--- config.mk ---
export PLATFORM = sky130hd
export DESIGN_NAME = mem_access
export DESIGN_NICKNAME = d
export VERILOG_FILES = /design/src/rtl/mem_access_pkg.sv /design/src/rtl/mem_align.sv /design/src/rtl/mem_access.sv
export SDC_FILE = /design/constraint.sdc
export NUM_CORES = 1
export LEC_CHECK = 0
export ABC_AREA = 1
export CORE_UTILIZATION = 39
export CTS_CLUSTER_DIAMETER = 100
export DETAILED_ROUTE_END_ITERATION = 8
export PLACE_DENSITY = 0.78
export REMOVE_ABC_BUFFERS = 1
export SYNTH_ARGS = -nofsm -noshare
export SYNTH_HDL_FRONTEND = slang
export SYNTH_SLANG_ARGS = --single-unit
--- constraint.sdc ---
create_clock -name clk -period 2.45 [get_ports clk]
set_input_delay 0.6125 -clock clk [delete_from_list [all_inputs] [get_ports clk]]
set_output_delay 0.6125 -clock clk [all_outputs]
set_load 0.01 [all_outputs]
--- src/rtl/mem_access_pkg.sv ---
// mem_access_pkg
// Shared definitions for the MEM stage of the RV32I pipeline:
//   - MEM stage FSM state encoding (MEM_IDLE / MEM_WAIT / MEM_HOLD)
//   - funct3 access-size codes (F3_B / F3_H / F3_W / F3_BU / F3_HU)
//   - REGWRITE_OFF (decoder polarity for "no register write")
//   - write_reg_ALU MemtoReg code used for bubbles
//   - access-size decode helper shared by the aligner and the top
package mem_access_pkg;

  typedef enum logic [1:0] {
    MEM_IDLE = 2'd0,
    MEM_WAIT = 2'd1,
    MEM_HOLD = 2'd2
  } mem_state_e;

  localparam logic [2:0] F3_B  = 3'b000;
  localparam logic [2:0] F3_H  = 3'b001;
  localparam logic [2:0] F3_W  = 3'b010;
  localparam logic [2:0] F3_BU = 3'b100;
  localparam logic [2:0] F3_HU = 3'b101;

  localparam logic       REGWRITE_OFF  = 1'b0;
  localparam logic [1:0] write_reg_ALU = 2'b00;

  typedef enum logic [1:0] {
    SIZE_B = 2'd0,
    SIZE_H = 2'd1,
    SIZE_W = 2'd2
  } size_e;

  // Source of the next MEM/WB register contents.
  typedef enum logic [2:0] {
    WB_KEEP   = 3'd0,
    WB_BUBBLE = 3'd1,
    WB_PASS   = 3'd2,
    WB_LOAD   = 3'd3,
    WB_BUF    = 3'd4
  } wb_sel_e;

  // Stores only know SB/SH/SW; loads also have the unsigned variants.
  // Anything unrecognised is treated as a full word.
  function automatic size_e access_size(input logic [2:0] funct3,
                                        input logic       is_store);
    size_e sz;
    sz = SIZE_W;
    if (is_store) begin
      case (funct3)
        F3_B:    sz = SIZE_B;
        F3_H:    sz = SIZE_H;
        F3_W:    sz = SIZE_W;
        default: sz = SIZE_W;
      endcase
    end else begin
      case (funct3)
        F3_B, F3_BU: sz = SIZE_B;
        F3_H, F3_HU: sz = SIZE_H;
        F3_W:        sz = SIZE_W;
        default:     sz = SIZE_W;
      endcase
    end
    return sz;
  endfunction

endpackage

--- src/rtl/mem_align.sv ---
// mem_align
// Combinational byte-lane steering for stores and sign/zero extraction for
// loads. Used once by the MEM stage; the same extracted load word feeds both
// the direct MEM/WB capture and the hold buffer.
// Ports:
//   funct3     in   3  access size / signedness
//   addr_lo    in   2  effective address bits [1:0]
//   store_data in  32  rs2 value
//   rdata      in  32  word returned by data memory
//   be         out  4  store byte enables
//   wdata      out 32  store data replicated across lanes
//   load_data  out 32  extracted, extended load value
module mem_align
  import mem_access_pkg::*;
(
  input  logic [2:0]  funct3,
  input  logic [1:0]  addr_lo,
  input  logic [31:0] store_data,
  input  logic [31:0] rdata,
  output logic [3:0]  be,
  output logic [31:0] wdata,
  output logic [31:0] load_data
);

  logic [7:0]  byte_sel;
  logic [15:0] half_sel;
  logic        sign_ext;

  always_comb begin
    be    = 4'b1111;
    wdata = store_data;
    case (access_size(funct3, 1'b1))
      SIZE_B: begin
        be    = 4'b0001 << addr_lo;
        wdata = {4{store_data[7:0]}};
      end
      SIZE_H: begin
        be    = addr_lo[1] ? 4'b1100 : 4'b0011;
        wdata = {2{store_data[15:0]}};
      end
      default: ;
    endcase
  end

  // funct3[2] marks the unsigned load variants (LBU/LHU).
  assign sign_ext = ~funct3[2];
  assign byte_sel = rdata[{addr_lo, 3'b000} +: 8];
  assign half_sel = addr_lo[1] ? rdata[31:16] : rdata[15:0];

  always_comb begin
    load_data = rdata;
    case (access_size(funct3, 1'b0))
      SIZE_B:  load_data = {{24{sign_ext & byte_sel[7]}}, byte_sel};
      SIZE_H:  load_data = {{16{sign_ext & half_sel[15]}}, half_sel};
      default: load_data = rdata;
    endcase
  end

endmodule

--- src/rtl/mem_access.sv ---
// mem_access
// MEM stage of the 5-stage RV32I pipeline. Launches data-memory accesses for
// the instruction in EX/MEM (_pype2), stalls the front of the pipe while an
// access is outstanding, and owns the MEM/WB register (_pype3, mem_data_pype).
// Optional build macro: MEM_MISALIGN_EXC_EN -- misaligned accesses become a
// bubble plus a misalign_exc pulse / misalign_addr capture instead of being
// force-aligned.
// Ports:
//   clk, rst (async, active-low), keep (hazard hold), nop (bubble inject)
//   *_pype2             EX/MEM bundle inputs
//   dmem_req/we/addr/wdata/be out, dmem_rdata/ack in  data-memory bus
//   mem_stall           freeze for PC/IF/ID/EX
//   *_pype3, mem_data_pype  MEM/WB register outputs
//   misalign_exc, misalign_addr  (only with MEM_MISALIGN_EXC_EN)
module mem_access
  import mem_access_pkg::*;
#(
  parameter int          ADDR_W      = 32,
  parameter logic [31:0] BUBBLE_DATA = 32'h0000_0000
) (
  input  logic              clk,
  input  logic              rst,
  input  logic              keep,
  input  logic              nop,
  input  logic [31:0]       PCp4_pype2,
  input  logic [31:0]       ALU_co_pype2,
  input  logic [31:0]       store_data_pype2,
  input  logic [2:0]        funct3_pype2,
  input  logic              MemRead_pype2,
  input  logic              MemWrite_pype2,
  input  logic              RegWrite_pype2,
  input  logic [1:0]        MemtoReg_pype2,
  input  logic [4:0]        WReg_pype2,
  input  logic [1:0]        ID_EX_write_pype2,
  input  logic [1:0]        ID_EX_write_addi_pype2,
  output logic              dmem_req,
  output logic              dmem_we,
  output logic [ADDR_W-1:0] dmem_addr,
  output logic [31:0]       dmem_wdata,
  output logic [3:0]        dmem_be,
  input  logic [31:0]       dmem_rdata,
  input  logic              dmem_ack,
  output logic              mem_stall,
  output logic [31:0]       PCp4_pype3,
  output logic [31:0]       ALU_co_pype3,
  output logic [31:0]       mem_data_pype,
  output logic [4:0]        WReg_pype3,
  output logic              RegWrite_pype3,
  output logic [1:0]        MemtoReg_pype3,
  output logic [1:0]        ID_EX_write_pype3,
  output logic [1:0]        ID_EX_write_addi_pype3
`ifdef MEM_MISALIGN_EXC_EN
  ,
  output logic              misalign_exc,
  output logic [31:0]       misalign_addr
`endif
);

  mem_state_e  state, state_nxt;
  wb_sel_e     wb_sel;
  logic        mem_op;
  logic        misalign;
  logic        launch;
  logic        buf_load;
  logic [3:0]  al_be;
  logic [31:0] al_wdata;
  logic [31:0] al_load;
  logic [31:0] ld_result;
  logic [31:0] hold_buf;

  mem_align u_align (
    .funct3     (funct3_pype2),
    .addr_lo    (ALU_co_pype2[1:0]),
    .store_data (store_data_pype2),
    .rdata      (dmem_rdata),
    .be         (al_be),
    .wdata      (al_wdata),
    .load_data  (al_load)
  );

  assign mem_op = (MemRead_pype2 | MemWrite_pype2) & ~nop;

`ifdef MEM_MISALIGN_EXC_EN
  always_comb begin
    misalign = 1'b0;
    if (mem_op) begin
      case (access_size(funct3_pype2, MemWrite_pype2))
        SIZE_H:  misalign = ALU_co_pype2[0];
        SIZE_W:  misalign = |ALU_co_pype2[1:0];
        default: misalign = 1'b0;
      endcase
    end
  end
`else
  assign misalign = 1'b0;
`endif

  assign launch    = mem_op & ~keep & ~misalign;
  // Stores leave BUBBLE_DATA in mem_data_pype; only loads carry memory data.
  assign ld_result = MemRead_pype2 ? al_load : BUBBLE_DATA;

  // ---- FSM state register ----
  always_ff @(posedge clk or negedge rst) begin
    if (!rst) state <= MEM_IDLE;
    else      state <= state_nxt;
  end

  // ---- FSM next state ----
  always_comb begin
    state_nxt = state;
    case (state)
      MEM_IDLE: if (launch && !dmem_ack) state_nxt = MEM_WAIT;
      MEM_WAIT: if (dmem_ack) state_nxt = keep ? MEM_HOLD : MEM_IDLE;
      MEM_HOLD: if (!keep) state_nxt = MEM_IDLE;
      default:  state_nxt = MEM_IDLE;
    endcase
  end

  // ---- FSM outputs ----
  always_comb begin
    dmem_req  = 1'b0;
    mem_stall = 1'b0;
    buf_load  = 1'b0;
    wb_sel    = WB_KEEP;
    case (state)
      MEM_IDLE: begin
        dmem_req  = launch;
        mem_stall = launch & ~dmem_ack;
        if (keep)                wb_sel = WB_KEEP;
        else if (nop || misalign) wb_sel = WB_BUBBLE;
        else if (mem_op)         wb_sel = dmem_ack ? WB_LOAD : WB_KEEP;
        else                     wb_sel = WB_PASS;
      end
      MEM_WAIT: begin
        dmem_req  = 1'b1;
        mem_stall = 1'b1;
        if (dmem_ack) begin
          // Result arrived while a hazard holds MEM/WB: park it.
          if (keep) buf_load = 1'b1;
          else      wb_sel   = WB_LOAD;
        end
      end
      MEM_HOLD: begin
        mem_stall = keep;
        if (!keep) wb_sel = WB_BUF;
      end
      default: ;
    endcase
    // Reset is asynchronous, so the bus request must drop with it, not a cycle later.
    if (!rst) begin
      dmem_req  = 1'b0;
      mem_stall = 1'b0;
    end
  end

  assign dmem_we    = dmem_req & MemWrite_pype2;
  assign dmem_be    = dmem_req ? (MemWrite_pype2 ? al_be : 4'b1111) : 4'b0000;
  assign dmem_addr  = {ALU_co_pype2[ADDR_W-1:2], 2'b00};
  assign dmem_wdata = al_wdata;

  always_ff @(posedge clk) begin
    if (buf_load) hold_buf <= ld_result;
  end

  // ---- MEM/WB register (_pype3) ----
  always_ff @(posedge clk or negedge rst) begin
    if (!rst) begin
      PCp4_pype3             <= '0;
      ALU_co_pype3           <= '0;
      mem_data_pype          <= BUBBLE_DATA;
      WReg_pype3             <= '0;
      RegWrite_pype3         <= REGWRITE_OFF;
      MemtoReg_pype3         <= write_reg_ALU;
      ID_EX_write_pype3      <= '0;
      ID_EX_write_addi_pype3 <= '0;
    end else begin
      case (wb_sel)
        WB_BUBBLE: begin
          PCp4_pype3             <= '0;
          ALU_co_pype3           <= '0;
          mem_data_pype          <= BUBBLE_DATA;
          WReg_pype3             <= '0;
          RegWrite_pype3         <= REGWRITE_OFF;
          MemtoReg_pype3         <= write_reg_ALU;
          ID_EX_write_pype3      <= '0;
          ID_EX_write_addi_pype3 <= '0;
        end
        WB_PASS, WB_LOAD, WB_BUF: begin
          PCp4_pype3             <= PCp4_pype2;
          ALU_co_pype3           <= ALU_co_pype2;
          WReg_pype3             <= WReg_pype2;
          RegWrite_pype3         <= RegWrite_pype2;
          MemtoReg_pype3         <= MemtoReg_pype2;
          ID_EX_write_pype3      <= ID_EX_write_pype2;
          ID_EX_write_addi_pype3 <= ID_EX_write_addi_pype2;
          if (wb_sel == WB_LOAD)     mem_data_pype <= ld_result;
          else if (wb_sel == WB_BUF) mem_data_pype <= hold_buf;
          else                       mem_data_pype <= BUBBLE_DATA;
        end
        default: ;
      endcase
    end
  end

`ifdef MEM_MISALIGN_EXC_EN
  // ---- misalignment report ----
  always_ff @(posedge clk or negedge rst) begin
    if (!rst) begin
      misalign_exc  <= 1'b0;
      misalign_addr <= '0;
    end else begin
      misalign_exc <= (state == MEM_IDLE) & misalign & ~keep;
      if ((state == MEM_IDLE) && misalign && !keep) misalign_addr <= ALU_co_pype2;
    end
  end
`endif

endmodule

==> run summary <==
Antenna Cells -> 0
Most Frequent Cell on Critical Path -> clkdlybuf4s50_1
CP max-delay cell -> clkdlybuf4s50_1
Clock Tree Buf Depth -> 2
# fillers -> 1652
WL met2 -> 12620 um
Reg area -> 3714 um^2
CP Class -> in -> out
post-route ant nets -> 0
fraction of layout cells with a size suffix above 1 -> 12.39%
switching power -> 2.269 mW
Slew @ Worst Pin -> 0.7736 ns
initial detailed-routing violation count -> 453
TritonCTS clock tree -> done
CTS hold repair buffers -> 0
setup ws final -> 0.01593 ns
RSZ-0062 raised after global routing -> no
startpoint types -> primary input
CTS clock-pin slew for the worst setup and hold paths -> 0.07 ns
Hold Vio Cnt, Final -> 0
Min-Delay Path Class -> in -> async
vias -> 7611
setup total negative slack -> 0 ns
status -> finished, final reports clean
Worst slew margin -> 48.43%
Crit path largest cell delay -> 0.54 ns
Leakage -> 5.882 nW
Yosys cell types -> 26
Tot Pwr -> 7.571 mW
# DRC -> 0
drt wl/cell -> 16.21 um
area of the multi-input gates -> 2974 um^2
Comb pwr share -> 28.1%
largest net degree at the start of global routing -> 58
share of power burned in registers -> 37.9%
switch share -> 29.97%
starting density of the core -> 39.83%
GPL Wtd Cong -> 0.8590
Die Y -> 140.2 um
P_int -> 5.302 mW
Total GRT Usage -> 25.67%
core area -> 18710 um^2
post-layout util -> 62.26%
Power Density -> 650.1 nW/um^2
Die Area -> 19660 um^2
DIE WIDTH -> 140.2 um
CTS Root Cell -> clkbuf_16
Clock Latency Late Sink -> 0.42 ns
Final Max Slew Viols -> 0
clock sinks -> 142
Critical Path Sink Type -> primary output
vias in the first global route -> 7362
worst vdd ir -> 0.0004037 V
IO Count -> 329
CTS H-Tree Depth -> 4
Syn. warnings -> 0
Final Setup Violations -> 0
met3 wire length -> 2118 um
crit share post-route -> 99.35%
sequential fraction of the synthesis area -> 49.85%
max frequency -> 410.8 MHz
antenna violations before repair -> 0
Clk pwr share -> 34.0%
DR vias/cell -> 4.885
Synth Cell Area -> 7450 um^2
nets@finish -> 1461
dpl ws -> -0.6180 ns
post-route minimum period -> 2.434 ns
dpl hpwl -> 17860 um
first-pass GRT wire length -> 39020 um
Top Layer Used -> met4
WP data required -> 1.84 ns
DRT Pass-1 Iters -> 6
maxcap violations -> 0
Num CTS Buffers -> 17
Routed met1 length -> 9896 um
Buf+Inv Stages, Crit Path -> 3
row cnt -> 50
Worst Skew -> 0.008763 ns
final WL -> 25250 um
post-synthesis register bit count -> 142
port buffer count -> 326
syn_area_per_cell -> 7.450 um^2
grt ovf -> 0
synthesis-to-finish area growth -> 56.33%
critical path's top delay family -> buffers and inverters
Mapped Cells -> 1000
Min Hold Slack -> 0.3830 ns
CP max FO -> 2
crit-path cells -> clkdlybuf4s50_1 -> buf_4 -> clkdlybuf4s50_1
CP arrival -> 1.82 ns
power by group through the flow:
stage / sequential [mW] / combinational [mW] / clock [mW]
floorplan: 3.05 / 0.596 / 0
global placement: 2.90 / 2.11 / 0
detailed placement: 2.92 / 2.13 / 0
CTS: 2.87 / 2.14 / 2.61
global route: 2.91 / 2.31 / 2.70
finish: 2.87 / 2.13 / 2.57
routing by layer:
layer | GRT usage, % | up-vias
li1 | - | 3722
met1 | 29.99 | 3495
met2 | 45.26 | 351
met3 | 6.769 | 43
met4 | 9.138 | 0
met5 | 0 | -
synthesized netlist by cell type (all sizes together):
cell type / n / share of area, %
a21oi: 21 / 1.4
nand4: 2 / 0.17
nor3: 2 / 0.20
dfrtp: 110 / 37
o211ai: 6 / 0.60
buf: 81 / 7.2
o21ai: 22 / 1.5
o22ai: 7 / 0.59
o21a: 1 / 0.10
nand2: 433 / 22
edfxtp: 32 / 13
conb: 1 / 0.050
inv: 73 / 3.7
a21boi: 1 / 0.10
nor2: 74 / 3.9
clkbuf: 16 / 0.81
nand3: 118 / 7.9
cells by family after synthesis:
kind of cell           share of synthesized area [%]
other                                        0.05034
buffers and inverters                          11.67
AND/OR/NAND/NOR                                34.14
flip-flops                                     49.85
AO/OA/AOI/OAI                                  4.283
what timing repair did:
item,CTS,global route
endpoints found under the setup margin,31,20
gates cloned,2,0
resized for setup,139,14
buffers inserted,7,2
pin swaps,8,2
cell type report:
| class | count | share of cell area [%] |
|---|---|---|
| well taps | 234 | 2.514 |
| repair buffers | 388 | 32.69 |
| clock buffers | 19 | 3.900 |
| flip-flops and latches | 142 | 31.89 |
| clock inverters | 13 | 1.085 |
| multi-input cells | 689 | 25.54 |
| inverters | 73 | 2.385 |
flip-flops by register name, summed over array words and instances (netlist names):
register and flops:
ID_EX_write_pype3 2, mem_data_pype 32, WReg_pype3 5, hold_buf 32, ALU_co_pype3 32, MemtoReg_pype3 2
PCp4_pype3 32, RegWrite_pype3 1, ID_EX_write_addi_pype3 2, state 2
layout by cell type, fill, tap and decap left out, types with 3 or more instances in the layout:
master / instances
inv_1: 61
clkdlybuf4s15_2: 5
buf_12: 11
o22ai_1: 7
dlymetal6s2s_1: 3
a21oi_2: 5
clkdlybuf4s50_1: 286
inv_6: 3
nor2_1: 69
dlygate4sd2_1: 7
o21ai_2: 3
a21oi_1: 16
dfrtp_1: 110
nand3_1: 116
buf_4: 47
edfxtp_1: 32
clkbuf_16: 19
nand2_4: 3
buf_6: 3
buf_2: 21
o211ai_1: 6
inv_2: 11
nor2_4: 3
nand2_1: 420
o21ai_0: 17
nand2_2: 10
per-stage QoR:
stage | cells | cell area [um^2]
4_1_cts | 1556 | 11600
2_1_floorplan | 904 | 6858
5_1_grt | 1558 | 11650
3_3_place_gp | 1515 | 10950
3_5_place_dp | 1515 | 10950
6_report | 1558 | 11650
worst register-to-register path, stage by stage (launching register included):
cell     delay (ns)
dfrtp_1        0.41
inv_2          0.06
nand2_1        0.17
nor2_1         0.06
nand2_1        0.09
nand2_1        0.10
nor2_4         0.24
buf_4          0.37
nand3_1        0.16
nand2_1        0.10
worst paths after layout:
path | start | end | slack, ns | cells past startpoint
min in group clk | ALU_co_pype3[24]$_DFFE_PN0P_ | ALU_co_pype3[24]$_DFFE_PN0P_ | 0.50 | 2
min reg2reg | ALU_co_pype3[24]$_DFFE_PN0P_ | ALU_co_pype3[24]$_DFFE_PN0P_ | 0.50 | 2
max in group asynchronous | rst | ALU_co_pype3[30]$_DFFE_PN0P_ | 1.49 | 2
min | rst | mem_data_pype[11]$_DFFE_PN0P_ | 0.38 | 2
max | store_data_pype2[5] | dmem_wdata[5] | 0.02 | 3
max reg2reg | state[0]$_DFFE_PN0P_ | PCp4_pype3[27]$_DFFE_PN0P_ | 0.64 | 9
Power figures use the tool's default switching activity.
